`config.mk`:
```
export PLATFORM = sky130hd
export DESIGN_NAME = shift_register_4b
export DESIGN_NICKNAME = d
export VERILOG_FILES = /design/src/rtl/shift_register_4b.sv
export SDC_FILE = /design/constraint.sdc
export NUM_CORES = 1
export LEC_CHECK = 0
export ABC_CLOCK_PERIOD_IN_PS = 800
export CAP_MARGIN = 30
export CELL_PAD_IN_SITES_DETAIL_PLACEMENT = 0
export CELL_PAD_IN_SITES_GLOBAL_PLACEMENT = 1
export CORE_AREA = 2 2 39 41
export DETAILED_ROUTE_END_ITERATION = 12
export DIE_AREA = 0 0 41 43
export PLACE_DENSITY_LB_ADDON = 0.1
export SETUP_SLACK_MARGIN = 0.15
export SYNTH_ARGS = -nofsm -noshare
export SYNTH_HDL_FRONTEND = slang
export SYNTH_SLANG_ARGS = --single-unit
```
`constraint.sdc`:
```
create_clock -name clk -period 0.8 [get_ports clk]
set_input_delay 0.2 -clock clk [delete_from_list [all_inputs] [get_ports clk]]
set_output_delay 0.2 -clock clk [all_outputs]
set_load 0.1 [all_outputs]
```
`src/rtl/shift_register_4b.sv`:
```
// Serial-in / parallel-in, parallel-out shift register with a serial-out tap.
// Each rising edge either resets, parallel-loads d, or shifts left with si entering at bit 0.
module shift_register_4b #(
    parameter int                 WIDTH       = 4,
    parameter logic [WIDTH-1:0]   RESET_VALUE = '0
) (
    input  logic             clk,
    input  logic             reset,
    input  logic             load,
    input  logic [WIDTH-1:0] d,
    input  logic             si,
    output logic [WIDTH-1:0] q,
    output logic             so
);

    logic [WIDTH-1:0] shift_q;
    logic [WIDTH-1:0] shift_d;
    logic [WIDTH-1:0] shifted;

    // Left-shifted view of the current contents; si fills the vacated LSB.
    assign shifted[0] = si;
    generate
        for (genvar gi = 1; gi < WIDTH; gi++) begin : g_shift
            assign shifted[gi] = shift_q[gi-1];
        end
    endgenerate

    always_comb begin
        shift_d = shifted;
        if (load) begin
            shift_d = d;
        end
    end

    always_ff @(posedge clk) begin
        if (!reset) begin
            shift_q <= RESET_VALUE;
        end else begin
            shift_q <= shift_d;
        end
    end

    assign q  = shift_q;
    assign so = shift_q[WIDTH-1];

endmodule

```
== Word-level counts from Yosys, hierarchy flattened ==
Cells that the tools add are included.

* Register bits after elaboration: 4
* Output and inout bits: 5
* Word-level logic and storage cells: 2

* Mux-type cells: 1

{| class="wikitable"
|+ Operator list
! kind !! number
|-
| 4-bit two-way mux || 1
|}

== Depth between registers and ports, before layout ==
Gate-level depths: netlist of the first run.

* Word-level depth: 1
* Depth in mapped cells: 3

== Worst setup path before layout of the first run ==
Ideal clock, no wire load.

* Path type: register to output
* Start: reg shift_q[3], in the netlist q[3]
* End: out q[3]
* Path buffers: 1
* Arrival time: 1356 ps
* Cell stages (with the launch flop): 2
* Slack: -756 ps
* Path through: dfxtp_1 > buf_4

{| class="wikitable"
|+ RTL lines
! what !! line !! text
|-
| from (decl) || 16 || <nowiki>logic [WIDTH-1:0] shift_q;</nowiki>
|-
| from (signal assigned) || 39 || <nowiki>shift_q <= shift_d;</nowiki>
|-
| to (decl) || 12 || <nowiki>output logic [WIDTH-1:0] q,</nowiki>
|}

No word-level cell between the ends.

== Worst setup path after layout of the first run ==
* Start: reg shift_q[3], in the netlist q[3]
* End: out so

{| class="wikitable"
|+ RTL lines
! what !! line !! text
|-
| to (decl) || 13 || <nowiki>output logic so</nowiki>
|}

No word-level cell between the ends.

==> impl_metrics.csv, run 1 <==
group,metric,value,unit
die,chipWidth,41,µm
hold_path,worstHoldPathType,"input pin to flop",
critical_path,slowest_delay,0.36,ns
die,rows,14,
grt,grt_start_max_net_pins,5,
cts,post_cts.repair.setup_buffers,0,
die,floorplan.initialDensity,0.118,
critical_path,cp.required,0.60,ns
outcome,status,"complete, but fails checks",
die,die_outline_area,0.00176,mm²
power_and_ir_drop,static-leakage-power,0.159,nW
layout,synthToLayoutAreaGrowth,120,%
logic_synthesis,synth_simple_gate_area_share,0.153,
timing,timing.final.max_slew_violations,0,
routing,drt-pass1-iter-count,2,
logic_synthesis,post_synth_main_area_contributors,"sky130_fd_sc_hd__dfxtp_1, sky130_fd_sc_hd__mux2i_1, sky130_fd_sc_hd__nor2b_1",
layout,antenna-diode-count,0,
timing,minimum_clock_period,0.961,ns
timing,setup_violations,5,
logic_synthesis,synth_seq_cells,4,
cts,htree_levels,1,
routing,drc_errors,0,
critical_path,end_kind,"output pin",
logic_synthesis,seq_area_frac_synth,0.489,
layout,nNetsFinal,37,
cts,library_cell_used_as_clock_root_buffer,"sky130_fd_sc_hd__clkbuf_4",
timing,timing.clock.skew,0.00368,ns
timing,timing_worst_slew_pin_value,0.133,ns
logic_synthesis,synthMuxAreaShare,0.244,
routing,drtIter0Drc,1,
logic_synthesis,yosys.area.top_type_share,0.489,
logic_synthesis,yosys.area.top_type,"sky130_fd_sc_hd__dfxtp_1",
placed_design,final_wtd_congestion,0.572,
layout,largest_register_ff_count,4,
timing,max_clock_freq,1040,MHz
routing,vias,138,
placed_design,port_buffers,12,
layout,fillerInstances,154,
critical_path,slowest_stage,"sky130_fd_sc_hd__dfxtp_4",
routing,post_drt_wl_per_cell,8.53,µm
die,coreArea,0.00138,mm²
die,boundaryPins,13,
cts,cts.clk_slew.worst_paths,0.04,ns
cts,cts_repair_resize_count,9,
timing,worst_slew_slack_as_a_fraction_of_its_limit,0.909,
critical_path,crit_chain,"buf_12",
logic_synthesis,syn-instance-count,14,
routing,antenna_violating_nets_post_route,0,
cts,tritoncts.num_buffers,3,
timing,final.setup.worst_slack,-0.161,ns
cts,cts_buffer_depth,2,
logic_synthesis,synth_top_family_by_area,"multiplexers",
layout,postLayoutCellArea,360,µm²
flow_run,cap_viol_max_count,0,
die,die_y,43,µm
cts,cts_hold_buffers,0,
layout,drive_gt1_frac,0.481,
power_and_ir_drop,max-vdd-ir-drop,0.602,mV
grt,globalRouteOverflowTotal,0,
timing,grt_setup_unrepaired,"yes",
timing,hold_viol,0,
routing,vias_per_cell,3.21,
placed_design,cell_area_placed,350,µm²
logic_synthesis,netlist_area,164,µm²
outcome,failed_checks,"setup timing",
grt,grt_antenna_before_repair,0,
cts,clkSinkCount,4,
layout,layout_common_cells,"sky130_fd_sc_hd__dlygate4sd2_1, sky130_fd_sc_hd__buf_12, sky130_fd_sc_hd__mux2i_1, sky130_fd_sc_hd__nor2b_1, sky130_fd_sc_hd__dfxtp_4",
logic_synthesis,syn_avg_cell_area,11.7,µm²
critical_path,critical_path.startpoint_type,"flop",
logic_synthesis,synth_compound_area_frac,0,
critical_path,timing.critical_path.buf_inv,1,
placed_design,pre_cts_ws,-0.428,ns
critical_path,cp_top_family,"flip-flops",
logic_synthesis,synthesis.yosys.warnings,0,
logic_synthesis,synth.distinct_cells,5,
timing,share_of_the_cycle_needed_by_the_critical_path_after_routing,1.20,
grt,first_global_vias,166,
critical_path,critPathArrivalTime,0.76,ns
critical_path,critical_path.max_fanout,2,
cts,cts_tree,"done",
logic_synthesis,yosys.area_share.adder,0,
grt,grtUsageTotal,0.0581,
power_and_ir_drop,power.density,1930,mW/mm²
logic_synthesis,synth.net_count,22,
layout,layout_commonest_cell,"sky130_fd_sc_hd__dlygate4sd2_1",
grt,grt_first_pass_wirelength,614,µm
critical_path,worstSetupPathType,"flop to output pin",
routing,drt-total-wl,367,µm
cts,clock_latency,0.23,ns
logic_synthesis,synth-xor-area-share,0,
-- per-stage QoR --
| step | power [W] | instances | utilization | setup TNS [ns] | hold WS, ns |
|---|---|---|---|---|---|
| finish | 0.000694 | 43 | 0.260 | -0.753 | 0.338 |
| global route | 0.000728 | 43 | 0.260 | -0.850 | 0.365 |
| CTS | 0.000714 | 43 | 0.265 | -0.816 | 0.354 |
| detailed placement | 0.000468 | 40 | 0.253 | -1.61 | 0.538 |
| global placement | 0.000468 | 40 | 0.253 | -1.64 | 0.532 |
| floorplan | 0.000375 | 14 | - | -0.143 | 0.327 |
-- layout make-up --
cell class,instances,area (µm²),share of cell area
well taps,16,20.0,0.0556
clock buffers,3,22.5,0.0625
repair buffers,12,158,0.437
multi-input cells,8,65.1,0.181
flip-flops and latches,4,95.1,0.264
-- logic make-up after synthesis --
| family | count (synthesis) |
|---|---|
| muxes | 4 |
| DFF | 4 |
| and+or+nand+nor | 4 |
| buffers and inverters | 2 |
-- synthesized netlist by cell type --
library cell	n
sky130_fd_sc_hd__mux2i_1	4
sky130_fd_sc_hd__buf_6	1
sky130_fd_sc_hd__nor2b_1	4
sky130_fd_sc_hd__dfxtp_1	4
sky130_fd_sc_hd__buf_4	1
-- power breakdown --
part           switching, W  total, W  leakage (nW)  internal, W
Clock             0.0000774  0.000245        0.0138     0.000167
Combinational      0.000136  0.000226         0.110    0.0000898
Sequential        0.0000141  0.000224        0.0357     0.000209
-- routing by layer --
layer	up-vias	part of all wire	GRT usage
met2	8	0.45	0.0656
li1	72	-	-
met4	0	0	0.0600
met5	-	0	0
met1	58	0.45	0.0701
met3	0	0.093	0.0314
-- worst paths after layout --
path | startpoint | endpoint | slack (ns) | cells after the start
max | q[3]$_SDFF_PN0_ | so | -0.16 | 1
min | load | q[2]$_SDFF_PN0_ | 0.34 | 3
max reg2reg | q[2]$_SDFF_PN0_ | q[3]$_SDFF_PN0_ | 0.16 | 2
min reg2reg | q[1]$_SDFF_PN0_ | q[2]$_SDFF_PN0_ | 0.54 | 2
No activity file was read; power rests on OpenSTA's default activity.
==> run 2: changes to the inputs <==
Settings changed: SLEW_MARGIN from default to 30.
==> results of run 2 <==
No change in the layout: final DEF, timing and power equal those of run 1.
==> run 3: changes to the inputs <==
Settings changed: SETUP_SLACK_MARGIN 0.15 to 0.4.
==> impl_metrics.csv, run 3 (same netlist as run 1, synthesis figures left out) <==
group,metric,value,unit
timing,hold_viol,0,
timing,max_clock_freq,1030,MHz
routing,vias_per_cell,3.28,
placed_design,final_wtd_congestion,0.554,
hold_path,holdPathStages,3,
routing,drt-pass1-iter-count,1,
outcome,status,"complete, but fails checks",
cts,cts_tree,"done",
routing,vias,141,
timing,setup_tns,-0.789,ns
die,floorplan.initialDensity,0.118,
timing,timing.final.max_slew_violations,0,
routing,drtIter0Drc,0,
grt,globalRouteOverflowTotal,0,
power_and_ir_drop,static-leakage-power,0.159,nW
layout,drive_gt1_frac,0.593,
layout,largest_register_ff_count,4,
layout,final_cells,43,
critical_path,cp.required,0.60,ns
critical_path,worstSetupPathType,"flop to output pin",
die,chipWidth,41,µm
placed_design,cell_area_placed,350,µm²
critical_path,cp_top_family,"flip-flops",
cts,tritoncts.num_buffers,3,
layout,layout_common_cells,"sky130_fd_sc_hd__buf_12, sky130_fd_sc_hd__mux2i_1, sky130_fd_sc_hd__nor2b_1, sky130_fd_sc_hd__dfxtp_4",
timing,setup_violations,5,
grt,grt_start_max_net_pins,5,
power_and_ir_drop,power.density,1930,mW/mm²
timing,timing.clock.skew,0.00238,ns
cts,post_cts.repair.setup_buffers,0,
flow_run,cap_viol_max_count,0,
timing,grt_setup_unrepaired,"yes",
timing,minimum_clock_period,0.970,ns
layout,antenna-diode-count,0,
critical_path,critPathArrivalTime,0.77,ns
placed_design,pre_cts_ws,-0.421,ns
cts,htree_levels,1,
grt,grt_antenna_before_repair,0,
critical_path,slowest_delay,0.36,ns
routing,drt-total-wl,365,µm
die,coreArea,0.00138,mm²
timing,final.setup.worst_slack,-0.170,ns
placed_design,post-place-cells,40,
critical_path,worst_r2r_path_depth,2,
cts,cts_hold_buffers,0,
grt,grt_first_pass_wirelength,621,µm
critical_path,end_kind,"output pin",
cts,library_cell_used_as_clock_root_buffer,"sky130_fd_sc_hd__clkbuf_4",
hold_path,worstHoldPathType,"input pin to flop",
critical_path,slowest_stage,"sky130_fd_sc_hd__dfxtp_4",
routing,post_drt_wl_per_cell,8.49,µm
power_and_ir_drop,max-vdd-ir-drop,0.719,mV
die,rows,14,
die,die_outline_area,0.00176,mm²
critical_path,timing.critical_path.buf_inv,1,
cts,cts_buffer_depth,2,
routing,drc_errors,0,
routing,antenna_violating_nets_post_route,0,
die,die_y,43,µm
layout,nNetsFinal,37,
cts,clock_latency,0.23,ns
timing,share_of_the_cycle_needed_by_the_critical_path_after_routing,1.21,
critical_path,crit_chain,"buf_12",
timing,worst_slew_slack_as_a_fraction_of_its_limit,0.907,
critical_path,critical_path.startpoint_type,"flop",
critical_path,critical_path.max_fanout,2,
outcome,failed_checks,"setup timing",
timing,timing_worst_slew_pin_value,0.135,ns
cts,cts.clk_slew.worst_paths,0.04,ns
cts,clkSinkCount,4,
die,boundaryPins,13,
grt,grtUsageTotal,0.0642,
layout,layout_commonest_cell,"sky130_fd_sc_hd__buf_12",
grt,first_global_vias,154,
layout,postLayoutCellArea,365,µm²
layout,synthToLayoutAreaGrowth,123,%
power_and_ir_drop,post-layout-total-power,0.000704,W
placed_design,port_buffers,12,
critical_path,timing.critical_path.depth,1,
layout,fillerInstances,148,
run 3: where the power goes:
| group | leakage (nW) | switching [W] | total, W | internal [W] |
|---|---|---|---|---|
| Combinational | 0.110 | 0.000135 | 0.000230 | 0.0000944 |
| Sequential | 0.0357 | 0.0000147 | 0.000224 | 0.000210 |
| Clock | 0.0138 | 0.0000820 | 0.000250 | 0.000168 |
run 3: area by class of cell:
cell class / count / area, µm² / area share
Clock buffer: 3 / 22.5 / 0.0616
Timing Repair Buffer: 12 / 163 / 0.445
Tap cell: 16 / 20.0 / 0.0548
Sequential cell: 4 / 95.1 / 0.260
Multi-Input combinational cell: 8 / 65.1 / 0.178
run 3: per-stage QoR:
step,utilization,hold slack [ns]
after floorplan,-,0.327
after global placement,0.253,0.532
after detailed placement,0.253,0.532
after CTS,0.264,0.228
after global routing,0.264,0.244
final,0.264,0.232
run 3: per-layer routing:
| layer | global-route usage | part of all wire |
|---|---|---|
| met5 | 0 | 0 |
| met4 | 0.0400 | 0 |
| met3 | 0.0942 | 0.19 |
| met2 | 0.0563 | 0.42 |
| met1 | 0.0705 | 0.39 |
run 3: path summary, 6_finish.rpt:
kind | from | end | slack [ns]
worst min-delay path | si | q[0]$_SDFF_PN0_ | 0.23
worst max-delay path | q[3]$_SDFF_PN0_ | so | -0.17
worst min register to register | q[0]$_SDFF_PN0_ | q[1]$_SDFF_PN0_ | 0.53
worst max register to register | q[1]$_SDFF_PN0_ | q[2]$_SDFF_PN0_ | 0.18
run 3: repair_timing:
action,in CTS,in global routing
endpoints found under the setup margin,9,9
pin swaps,0,0
gates resized for setup,19,0
==> RTL edit, RTL diff (flow settings as in run 1) <==
Change the parameter `WIDTH` from 4 to 5.
--- a/src/rtl/shift_register_4b.sv
+++ b/src/rtl/shift_register_4b.sv
@@ -3,3 +3,3 @@
 module shift_register_4b #(
-    parameter int                 WIDTH       = 4,
+    parameter int                 WIDTH       = 5,
     parameter logic [WIDTH-1:0]   RESET_VALUE = '0
Ports: changed (resized d and q); port bits go from 13 to 15. No check against the original RTL was run, so the function may have changed too.
==> RTL edit against run 1 <==
- the run still ends with setup timing left
- wire length is 27% higher
- sequential power is 24% higher
- largest cell class unchanged
- synthesized area is 22% higher
- final area is 30% higher
- setup slack worse by 0.025 ns
- first-iteration DRC count is 100% lower
- sequential cell count is 1 higher
- power is 23% higher
- highest routed layer unchanged
==> RTL edit: results (changes against run 1) <==
================================================================================
Ratio of cells with drive above 1 in the final layout .............        48.6%   +0.42 points
Number of hold buffers added after cts ............................            0   unchanged
Routed length on met3 .............................................        64 µm   +88%
Top cell types by occurrence after synthesis ...................... sky130_fd_sc_hd__dfxtp_1 (5), sky130_fd_sc_hd__mux2i_1 (5), sky130_fd_sc_hd__nor2b_1 (5)
Outcome ........................................................... finished with violations
Number of synthesized flops with an enable pin ....................            0   unchanged
Filler cell count in the final layout .............................          143   -7.1%
Worst relative slew slack .........................................        91.5%   +0.58 points
Cell type of the slowest stage on the worst timing path ........... sky130_fd_sc_hd__dfxtp_4
Number of buffers inserted to repair setup after CTS ..............            0   unchanged
Worst supply voltage drop on vdd ..................................     0.734 mV   +22%
Synthesized Nets ..................................................           26   +18%
Stage delay of the slowest cell on the critical path ..............      0.37 ns
Placed cell area ..................................................      435 µm²   +24%
Via count .........................................................          184   +33%
Maximum number of pins on one net before global-route repair ......            6   +1
# setup viols final ...............................................            6   +1
Number of antenna violations at the first check in global routing .            0   unchanged
Number of nets at the end of the flow .............................           45   +22%
Share of flip-flops with an asynchronous set or reset .............           0%   unchanged
Total negative setup slack ........................................    -0.999 ns   -0.246 ns
Crit-path leading delay family ....................................   flip-flops
Post-synthesis sequential area ratio ..............................        50.0%   +1.1 points
Leakage power .....................................................     0.233 nW   +46%
Total count of max-transition violations in the final report ......            0   unchanged
Worst path setup slack after routing ..............................    -0.186 ns   -0.0253 ns
Detailed-routing wirelength on met1 ...............................       165 µm   -0.60%
Signal arrival time at the worst endpoint .........................      0.79 ns   +0.03 ns
Worst min path class ..............................................       in2reg
Netlist cell types ................................................            5   unchanged
Clock Pin Slew Worst Setup and Hold Paths .........................      0.05 ns
Per-cell routed wire length .......................................      9.16 µm   +7.3%
Iteration count of the initial detailed-routing pass ..............            1   -1
First-pass GRT wire length ........................................       759 µm   +24%
Post-place setup slack ............................................    -0.387 ns   +0.0403 ns
Number of global-route vias before repair .........................          183   +10%
Total met2 wirelength after detailed routing ......................       237 µm   +43%
Violation count after the first detailed-route iteration ..........            0   -1
Clock Skews .......................................................  0.000436 ns   -0.00324 ns
Highest routed layer ..............................................         met3
Count of buffers from port buffering ..............................           14   +2
Biggest area contributors in the synthesized netlist .............. sky130_fd_sc_hd__dfxtp_1 (50%), sky130_fd_sc_hd__mux2i_1 (25%), sky130_fd_sc_hd__nor2b_1 (16%), sky130_fd_sc_hd__buf_6 (5.6%), sky130_fd_sc_hd__buf_4 (3.8%)
H-Tree Depth ......................................................            1   unchanged
Gr usage total ....................................................        7.62%   +1.8 points
Final weighted congestion of routability-driven global placement ..        0.573   about the same
Clock Latency Late Sink ...........................................      0.24 ns
Violated checks ................................................... setup timing
Post-DP HPWL ......................................................       380 µm
Count of inserted antenna diode cells .............................            0   unchanged
Flip-flop count of the largest register after layout ..............            5   +1
Clock buffers created by TritonCTS ................................            3   unchanged
Largest fanout on the critical path ...............................            2   unchanged
Maximum clock insertion buffer count ..............................            2   unchanged
================================================================================
## RTL edit: cell count changes after synthesis
cell and delta:
sky130_fd_sc_hd__nor2b_1 +1, sky130_fd_sc_hd__mux2i_1 +1, sky130_fd_sc_hd__dfxtp_1 +1
## RTL edit: cells by family after synthesis
group                  after synthesis  share of synthesized area (%)
buffers and inverters                2                           9.38
and+or+nand+nor                      5                           15.6
muxes                                5                           25.0
DFF                                  5                           50.0
## RTL edit: metal layers
layer  vias up  global-route usage [%]
li1         93                       -
met1        79                    8.31
met2        12                    8.75
met3         0                    3.66
met4         0                    10.0
met5         -                       0
## RTL edit: what timing repair did
item / 4_1_cts / 5_1_grt
gates resized for setup: 6 / 5
pin swaps: 0 / 0
endpoints found under the setup margin: 11 / 11
## RTL edit: final timing paths
check        startpoint    to  slack [ns]  depth (start not counted)
max                q[4]    so       -0.19                          1
min                d[1]  q[1]        0.23                          3
max reg2reg        q[2]  q[3]        0.17                          2
min reg2reg        q[0]  q[1]        0.54                          2
## RTL edit: through the flow
step / util (%) / instances
detailed placement: 31.5 / 47
CTS: 33.4 / 51
floorplan: - / 17
global route: 33.7 / 51
finish: 33.7 / 51
global placement: 31.5 / 47
## RTL edit: cell type report
class                   count  share of cell area (%)
multi-input cells          10                    17.4
repair buffers             16                    47.2
flip-flops and latches      5                    25.5
clock buffers               4                    5.63
well taps                  16                    4.29
## RTL edit: power breakdown
| part | total, mW | internal [mW] | switching [mW] | leakage (nW) |
|---|---|---|---|---|
| registers | 0.278 | 0.261 | 0.0175 | 0.0446 |
| clock network | 0.297 | 0.189 | 0.108 | 0.0150 |
| logic | 0.283 | 0.118 | 0.164 | 0.173 |
| total | 0.857 | 0.568 | 0.289 | 0.233 |
